[config.mk]
export PLATFORM = sky130hd
export DESIGN_NAME = perceptron_mac_controller
export DESIGN_NICKNAME = d
export VERILOG_FILES = /design/src/rtl/perceptron_mac_controller.sv
export SDC_FILE = /design/constraint.sdc
export NUM_CORES = 1
export LEC_CHECK = 0
export BUFFER_PORTS_ARGS = -buffer_cell sky130_fd_sc_hd__buf_2
export CORE_MARGIN = 2
export CORE_UTILIZATION = 65
export DETAILED_ROUTE_END_ITERATION = 16
export PLACE_DENSITY_LB_ADDON = 0.05
export SLEW_MARGIN = 10
export SYNTH_ARGS = -nofsm -noshare
export SYNTH_HDL_FRONTEND = slang
export SYNTH_SLANG_ARGS = --single-unit
[constraint.sdc]
create_clock -name clk -period 5.3 [get_ports clk]
set_input_delay 0.53 -clock clk [delete_from_list [all_inputs] [get_ports clk]]
set_output_delay 0.53 -clock clk [all_outputs]
set_load 0.02 [all_outputs]
[src/rtl/perceptron_mac_controller.sv]
// Streams {weight, input} pairs from a block RAM over [start_addr, end_addr),
// accumulates their signed fixed-point products on top of a bias, then
// saturates, applies the selected activation and raises a one-cycle done.
module perceptron_mac_controller #(
  parameter int DATA_W       = 16,
  parameter int FRAC_BITS    = 8,
  parameter int ADDR_W       = 9,
  parameter int ACC_W        = 2*DATA_W+ADDR_W,
  parameter int READ_LATENCY = 1
) (
  input  logic                       clk,
  input  logic                       rst_n,
  input  logic                       enable,
  input  logic [ADDR_W-1:0]          start_addr,
  input  logic [ADDR_W-1:0]          end_addr,
  input  logic signed [DATA_W-1:0]   bias,
  input  logic signed [DATA_W-1:0]   threshold,
  input  logic [1:0]                 mode,
  input  logic [2*DATA_W-1:0]        bram_data_in,
  output logic [ADDR_W-1:0]          bram_data_addr,
  output logic                       bram_en,
  output logic signed [DATA_W-1:0]   perceptron_out,
  output logic                       fire,
  output logic                       busy,
  output logic                       done
);

  localparam int RL = READ_LATENCY;

  localparam logic signed [ACC_W-1:0] SAT_MAX =
    $signed({{(ACC_W-DATA_W+1){1'b0}}, {(DATA_W-1){1'b1}}});
  localparam logic signed [ACC_W-1:0] SAT_MIN =
    $signed({{(ACC_W-DATA_W+1){1'b1}}, {(DATA_W-1){1'b0}}});
  localparam logic [DATA_W-1:0] STEP_ONE = {{(DATA_W-1){1'b0}}, 1'b1} << FRAC_BITS;

  typedef enum logic [1:0] {IDLE, RUN, DRAIN, FINISH} state_t;

  state_t                     state;
  logic [ADDR_W-1:0]          end_l;
  logic signed [DATA_W-1:0]   thr_l;
  logic [1:0]                 mode_l;
  logic [ADDR_W-1:0]          addr_nxt;

  // Stages behind bram_en: bit RL-1 marks valid read data, bit RL a valid product.
  logic [RL:0]                vld_sh;
  logic signed [DATA_W-1:0]   weight_p0;
  logic signed [DATA_W-1:0]   input_p0;
  logic signed [2*DATA_W-1:0] prod_p1;
  logic signed [ACC_W-1:0]    acc_p2;
  logic signed [DATA_W-1:0]   sat_sum;
  logic                       fire_c;

  // Drop the fractional bits and clamp into the signed output range.
  function automatic logic signed [DATA_W-1:0] saturate(input logic signed [ACC_W-1:0] a);
    logic signed [ACC_W-1:0] s;
    s = a >>> FRAC_BITS;
    if (s > SAT_MAX)      saturate = SAT_MAX[DATA_W-1:0];
    else if (s < SAT_MIN) saturate = SAT_MIN[DATA_W-1:0];
    else                  saturate = s[DATA_W-1:0];
  endfunction

  // Activation select; the reserved code falls through to linear.
  function automatic logic signed [DATA_W-1:0] activate(input logic signed [DATA_W-1:0] s,
                                                        input logic f,
                                                        input logic [1:0] m);
    case (m)
      2'd0:    activate = f ? $signed(STEP_ONE) : '0;
      2'd1:    activate = s[DATA_W-1] ? '0 : s;
      default: activate = s;
    endcase
  endfunction

  assign weight_p0 = bram_data_in[2*DATA_W-1:DATA_W];
  assign input_p0  = bram_data_in[DATA_W-1:0];
  assign addr_nxt  = bram_data_addr + 1'b1;
  assign sat_sum   = saturate(acc_p2);
  assign fire_c    = (sat_sum >= thr_l);

  // Control FSM: address issue, drain wait and registered result/handshake.
  always_ff @(posedge clk or negedge rst_n) begin
    if (!rst_n) begin
      state          <= IDLE;
      bram_data_addr <= '0;
      bram_en        <= 1'b0;
      perceptron_out <= '0;
      fire           <= 1'b0;
      busy           <= 1'b0;
      done           <= 1'b0;
      end_l          <= '0;
      thr_l          <= '0;
      mode_l         <= '0;
    end else begin
      done <= 1'b0;
      case (state)
        IDLE: begin
          if (enable) begin
            end_l          <= end_addr;
            thr_l          <= threshold;
            mode_l         <= mode;
            bram_data_addr <= start_addr;
            busy           <= 1'b1;
            if (end_addr > start_addr) begin
              bram_en <= 1'b1;
              state   <= RUN;
            end else begin
              state   <= DRAIN;
            end
          end
        end
        RUN: begin
          if (addr_nxt < end_l) begin
            bram_data_addr <= addr_nxt;
          end else begin
            bram_en <= 1'b0;
            state   <= DRAIN;
          end
        end
        DRAIN: begin
          // The last stage may still be accumulating at this edge; FINISH reads the result one edge later.
          if (!bram_en && vld_sh[RL-1:0] == '0) state <= FINISH;
        end
        FINISH: begin
          perceptron_out <= activate(sat_sum, fire_c, mode_l);
          fire           <= fire_c;
          done           <= 1'b1;
          busy           <= 1'b0;
          state          <= IDLE;
        end
        default: state <= IDLE;
      endcase
    end
  end

  // ---- p0 -> p1: valid tracking and product register ----
  always_ff @(posedge clk or negedge rst_n) begin
    if (!rst_n) begin
      vld_sh  <= '0;
      prod_p1 <= '0;
    end else begin
      vld_sh <= {vld_sh[RL-1:0], bram_en};
      if (vld_sh[RL-1]) prod_p1 <= weight_p0 * input_p0;
    end
  end

  // ---- p1 -> p2: bias preload on start, then accumulate valid products ----
  always_ff @(posedge clk or negedge rst_n) begin
    if (!rst_n) begin
      acc_p2 <= '0;
    end else if (state == IDLE && enable) begin
      acc_p2 <= $signed({{(ACC_W-DATA_W){bias[DATA_W-1]}}, bias}) <<< FRAC_BITS;
    end else if (vld_sh[RL]) begin
      acc_p2 <= acc_p2 + $signed({{(ACC_W-2*DATA_W){prod_p1[2*DATA_W-1]}}, prod_p1});
    end
  end

endmodule

Word level (Yosys, flattened, before mapping). Cells that the tools add are included.

Register bits: 133. Output and inout bits: 29. Word-level logic and storage cells: 66.

Add/subtract/negate cells: 2. Multiply operators: 1. Order comparisons: 5. Eq/ne operators: 9. Mux-type cells: 22. Bitwise operators: 1. Reductions and logical operators: 13.

Operators by type and width (count): $mux 41 (2); $add 41x32->41 (1); $gt 33x16->1 const B (1); $lt 33x16->1 const B (1); $mul 16x16->32 (1); $mux 16 (2); $pmux 16 s2 (1); $mux 9 (3); $pmux 9 s2 (1); $ge 16x16->1 (1); $mux 15 (1); $ne 2x2->1 const B (5); $add 9x1->9 const B (1); $gt 9x9->1 (1); $lt 9x9->1 (1); $mux 2 (4); $pmux 2 s4 (1); $reduce_and 3->1 (2); $reduce_bool 2->1 (3); $mux 1 (5); $eq 2x1->1 const B (2); $eq 2x2->1 const B (2); $logic_not 2->1 (2); $pmux 1 s2 (2); 5 further kinds (7).

Logic depth before layout (Yosys ltp).
Depth after elaboration: 6. Mapped depth: 28.

Worst setup path after synthesis. No wires, ideal clock.

Kind: input to register. Start point: in bram_data_in[1]. End point: reg prod_p1[30]. Arrival time: 6500 ps. Slack: -1325 ps. Cell stages on the path: 24. Buffers on the path: 1. Cells stage by stage: clkbuf_1 > nand2_1 > inv_1 > fa_1 > inv_1 > fa_1 > fa_1 > fa_1 > fa_1 > fa_1 > inv_1 > ha_1 > and2_1 > a31oi_1 > nand2b_1 > a21o_1 > a21o_1 > a21o_1 > a21o_1 > a211oi_2 > o2111ai_1 > a21oi_1 > xnor2_1 > mux2_4.

Longest elaborated chain between the ends: 1.

Ends and longest elaborated chain: start, declared (line 19) `input logic [2*DATA_W-1:0] bram_data_in,`; $mul 16x16->32 (line 141) `if (vld_sh[RL-1]) prod_p1 <= weight_p0 * input_p0;`; end signal, assigned (line 141); end, declared (line 48) `logic signed [2*DATA_W-1:0] prod_p1;`.

No other way between the ends. A chain may end at the register's enable or synchronous reset.

Worst setup path after layout.
Start point: in bram_data_in[21]. End point: reg prod_p1[30].

The elaborated chain is that of the path after synthesis.

==> impl_metrics.xml <==
<?xml version="1.0" encoding="UTF-8"?>
<metrics>
  <group name="yosys">
    <metric name="mapped_cells" unit="">2054</metric>
    <metric name="synth_seq_cells" unit="">133</metric>
    <metric name="async_reset_ff_share" unit="%">100</metric>
    <metric name="synth_seq_area_share" unit="%">18.1</metric>
    <metric name="synth.avg_cell_area" unit="µm²">8.95</metric>
    <metric name="synthesis.nets" unit="">2564</metric>
    <metric name="synth.lib_cells_used.distinct" unit="">62</metric>
    <metric name="edff_count_synth" unit="">0</metric>
    <metric name="synthesis.area" unit="µm²">18400</metric>
    <metric name="number_of_synthesis_warnings" unit="">0</metric>
    <metric name="synth_flop_cell" unit="">dfrtp_1</metric>
  </group>
  <group name="sta">
    <metric name="max-slew-margin-rel" unit="%">24.6</metric>
    <metric name="clock.fmax" unit="GHz">0.167</metric>
    <metric name="worst_slack" unit="ps">-698</metric>
    <metric name="fin_skew" unit="ps">14.5</metric>
    <metric name="slew_at_the_pin_closest_to_its_max_slew_limit" unit="ps">1120</metric>
    <metric name="final_hold_viol_count" unit="">0</metric>
    <metric name="rsz_0062_raised_after_global_routing" unit="">yes</metric>
    <metric name="setup_viol" unit="">18</metric>
    <metric name="final.min_clock_period" unit="ps">6000</metric>
    <metric name="finalMaxSlewViolations" unit="">0</metric>
    <metric name="post-route-period-util" unit="%">113</metric>
  </group>
  <group name="place">
    <metric name="placer_congestion_estimate" unit="">0.946</metric>
    <metric name="post-place-cells" unit="">2642</metric>
    <metric name="number_of_buffers_inserted_by_port_buffering" unit="">115</metric>
    <metric name="post_dp_cell_area" unit="µm²">20700</metric>
    <metric name="place.detailed.hpwl" unit="mm">35.9</metric>
  </group>
  <group name="clock_tree">
    <metric name="h-tree-depth" unit="">4</metric>
    <metric name="cts_sinks" unit="">133</metric>
    <metric name="worst_skew_pair.late_latency" unit="ps">420</metric>
    <metric name="cts.path.max_buffers" unit="">2</metric>
    <metric name="cts_tree" unit="">done</metric>
    <metric name="clk_root_buffer_cell" unit="">clkbuf_16</metric>
    <metric name="cts_made_buffers" unit="">17</metric>
    <metric name="clk_pin_slew_worst_paths" unit="ps">70</metric>
  </group>
  <group name="routing">
    <metric name="drt_iter0_drcs" unit="">926</metric>
    <metric name="drcViolationCount" unit="">0</metric>
    <metric name="vias" unit="">15100</metric>
    <metric name="route.detailed.wl_per_inst" unit="µm">17.1</metric>
    <metric name="routed_wl" unit="mm">46.1</metric>
    <metric name="detail_route.vias_per_cell" unit="">5.59</metric>
    <metric name="antenna_left" unit="">0</metric>
    <metric name="drtPass1Iterations" unit="">6</metric>
  </group>
  <group name="critical_path">
    <metric name="crit_path_dat" unit="ps">6300</metric>
    <metric name="timing.rr.start" unit="">acc_p2[32]</metric>
    <metric name="cp_cell_sequence" unit="">buf_12 &gt; and2_4 &gt; fa_1 &gt; inv_2 &gt; fa_1 &gt; fa_2 &gt; fa_1 &gt; inv_1 &gt; fa_1 &gt; inv_1 &gt; fa_1 &gt; inv_2 &gt; ha_4 &gt; a21oi_4 &gt; o21bai_4 &gt; a2111oi_4 &gt; o311ai_4 &gt; a31oi_4 &gt; nor4b_4 &gt; a211oi_2 &gt; o2111ai_1 &gt; a21oi_1 &gt; xnor2_1 &gt; mux2_4</metric>
    <metric name="r2r.worst_path.cells" unit="">18</metric>
    <metric name="top_fanout_value_on_the_critical_path" unit="">7</metric>
    <metric name="cp-startpoint" unit="">bram_data_in[21]</metric>
    <metric name="worst_path_buf_inv" unit="">5</metric>
    <metric name="timing.critical_path.from_type" unit="">primary input</metric>
    <metric name="path_common_cell" unit="">fa_1</metric>
    <metric name="worst-r2r-setup-slack" unit="ps">1290</metric>
    <metric name="r2r-end" unit="">perceptron_out[8]</metric>
    <metric name="required" unit="ps">5610</metric>
    <metric name="timing.critical_path.slowest_stage_cell" unit="">fa_1</metric>
    <metric name="setup.worst_path.end_class" unit="">flip-flop</metric>
    <metric name="crit_path_max_incr_delay" unit="ps">540</metric>
    <metric name="timing.setup.critical_path_class" unit="">primary input to flip-flop</metric>
    <metric name="cp_top_family" unit="">adder cells</metric>
  </group>
  <group name="global_route">
    <metric name="track_usage" unit="%">32.7</metric>
    <metric name="first_pass_grt_wire_length" unit="mm">76.2</metric>
    <metric name="antenna_violations_before_repair" unit="">0</metric>
    <metric name="largest_net_degree_at_the_start_of_global_routing" unit="">100</metric>
    <metric name="overflow" unit="">0</metric>
    <metric name="first_global_vias" unit="">16100</metric>
  </group>
  <group name="finish">
    <metric name="design_area" unit="µm²">22100</metric>
    <metric name="finish.utilization" unit="%">79.7</metric>
    <metric name="layout-drive-gt1-share" unit="%">21.8</metric>
    <metric name="area_growth_syn_to_layout" unit="%">20.4</metric>
    <metric name="fin_nets" unit="">2818</metric>
    <metric name="regArea" unit="µm²">3330</metric>
    <metric name="fin_cells" unit="">2700</metric>
    <metric name="n_fill_cell" unit="">1884</metric>
    <metric name="multi_input_area" unit="µm²">13900</metric>
  </group>
  <group name="status">
    <metric name="outcome" unit="">finished with violations</metric>
    <metric name="failing_checks" unit="">negative setup slack</metric>
  </group>
  <group name="floorplanning">
    <metric name="placement_rows" unit="">61</metric>
    <metric name="die_area" unit="µm²">29600</metric>
    <metric name="coreArea" unit="µm²">27800</metric>
    <metric name="floorplan.io_pins" unit="">116</metric>
    <metric name="die-width" unit="µm">172</metric>
    <metric name="starting_utilization_of_the_core_area" unit="%">66.2</metric>
    <metric name="chipHeight" unit="µm">172</metric>
  </group>
  <group name="run">
    <metric name="maxCapViolCount" unit="">0</metric>
  </group>
  <group name="min_path">
    <metric name="holdCritPathClass" unit="">primary input to asynchronous set/reset pin</metric>
  </group>
</metrics>
[flip-flops by register name, summed over array words and instances (netlist names)]
name	cells
acc_p2	41
bram_data_addr	9
bram_en	1
busy	1
done	1
end_l	9
fire	1
mode_l	2
perceptron_out	16
prod_p1	32
state	2
thr_l	16
vld_sh	2
[cells in the final DEF, fill, tap and decap left out, types with 9 or more instances in the layout]
cell       synthesis  final
a21o_1            36     36
a21oi_1          108     93
a21oi_2            2     15
a31oi_1           10      9
and2_1           131    108
and2_4             0     22
buf_2              3     92
buf_4              0    175
buf_6              0     34
clkbuf_16          0     18
dfrtp_1          133    133
fa_1             263    249
fa_2               0     14
ha_1             160    140
ha_4               0     16
inv_1            411    385
inv_2              0     22
mux2_2            23     15
mux2_4             1      9
mux2i_1           18     18
nand2_1          217    212
nand2b_1          18     18
nand3_1           19     18
nand4_1           16     16
nor2_1            62     58
nor2b_1           13     13
nor3_1            15     13
o21a_1            23     23
o21ai_0           91     90
o21ai_1           24     21
o21bai_1          11      9
o22ai_1           31     31
xnor2_1           57     55
xor2_1            19     18
[worst max-delay path by stage]
stage                       end  slack (ps)  cells past startpoint
detailed placement  prod_p1[30]       -1210                     24
global placement    prod_p1[24]       -1190                     25
global route        prod_p1[30]        -910                     26
finish              prod_p1[30]        -700                     24
CTS                 prod_p1[30]        -710                     24
floorplan           prod_p1[24]        -830                     25
[logic make-up (layout without fill, tap and decap cells)]
group / count (synthesis) / in the layout / share of synthesized area [%]
AOI/OAI and AO/OA: 375 / 375 / 12.5
xor gates and xnor gates: 76 / 76 / 3.62
adders and majority gates: 423 / 423 / 39.5
buffers and inverters: 486 / 753 / 9.94
DFF: 133 / 133 / 18.1
muxes: 42 / 42 / 2.47
other: 0 / 1 / 0
and+or+nand+nor: 519 / 519 / 13.8
[synthesized netlist by cell type, types with 2 or more instances]
cell type / number / area share, %
a211o_1: 5 / 0.24
a211oi_1: 8 / 0.33
a21o_1: 36 / 1.5
a21oi_1: 108 / 2.9
a21oi_2: 2 / 0.095
a31o_1: 2 / 0.095
a31oi_1: 10 / 0.34
a41oi_1: 2 / 0.095
and2_1: 131 / 4.5
and3_1: 7 / 0.24
buf_1: 5 / 0.10
buf_2: 3 / 0.082
clkbuf_1: 67 / 1.4
dfrtp_1: 133 / 18
fa_1: 263 / 29
ha_1: 160 / 11
inv_1: 411 / 8.4
mux2_2: 23 / 1.4
mux2i_1: 18 / 0.98
nand2_1: 217 / 4.4
nand2b_1: 18 / 0.61
nand3_1: 19 / 0.52
nand4_1: 16 / 0.54
nand4b_1: 2 / 0.095
nor2_1: 62 / 1.3
nor2b_1: 13 / 0.44
nor3_1: 15 / 0.41
nor4_1: 6 / 0.20
nor4b_1: 2 / 0.095
o211ai_1: 3 / 0.12
o21a_1: 23 / 0.94
o21ai_0: 91 / 2.5
o21ai_1: 24 / 0.65
o21bai_1: 11 / 0.45
o22ai_1: 31 / 1.1
o31a_1: 3 / 0.14
o31ai_1: 2 / 0.082
or3_1: 4 / 0.14
xnor2_1: 57 / 2.7
xor2_1: 19 / 0.91
[per-stage QoR]
stage	TNS, ps	setup slack (ps)	hold WS, ps
5_1_grt	-10870	-914	284
3_3_place_gp	-16640	-1190	455
4_1_cts	-7060	-713	264
2_1_floorplan	-7670	-825	234
3_5_place_dp	-18050	-1210	455
6_report	-7510	-698	187
[layout make-up]
cell class	instances	share of cell area, %
Timing Repair Buffer	310	10.5
Antenna cell	1	0.0113
Inverter	411	7.02
Tap cell	378	2.14
Clock inverter	14	0.622
Clock buffer	18	1.94
Multi-Input combinational cell	1435	62.7
Sequential cell	133	15.0
[what timing repair did]
| action | 4_1_cts | 5_1_grt |
|---|---|---|
| buffers inserted | 21 | 12 |
| gates cloned | 0 | 1 |
| endpoints found under the hold margin | 0 | 0 |
| resized for setup | 106 | 83 |
| endpoints found under the setup margin | 18 | 20 |
| pin swaps | 87 | 71 |
| hold buffers | 0 | 0 |
[routing by layer]
| layer | part of all wire [%] | track usage (%) | vias to the layer above |
|---|---|---|---|
| met5 | 0 | 0 | - |
| met4 | 2.8 | 9.65 | 0 |
| met2 | 52 | 59.2 | 446 |
| li1 | - | - | 7002 |
| met3 | 4.9 | 4.85 | 99 |
| met1 | 40 | 40.6 | 7545 |
Power is not shown: default switching activity piles up to over one toggle a cycle in this logic, so the estimate is an artifact.
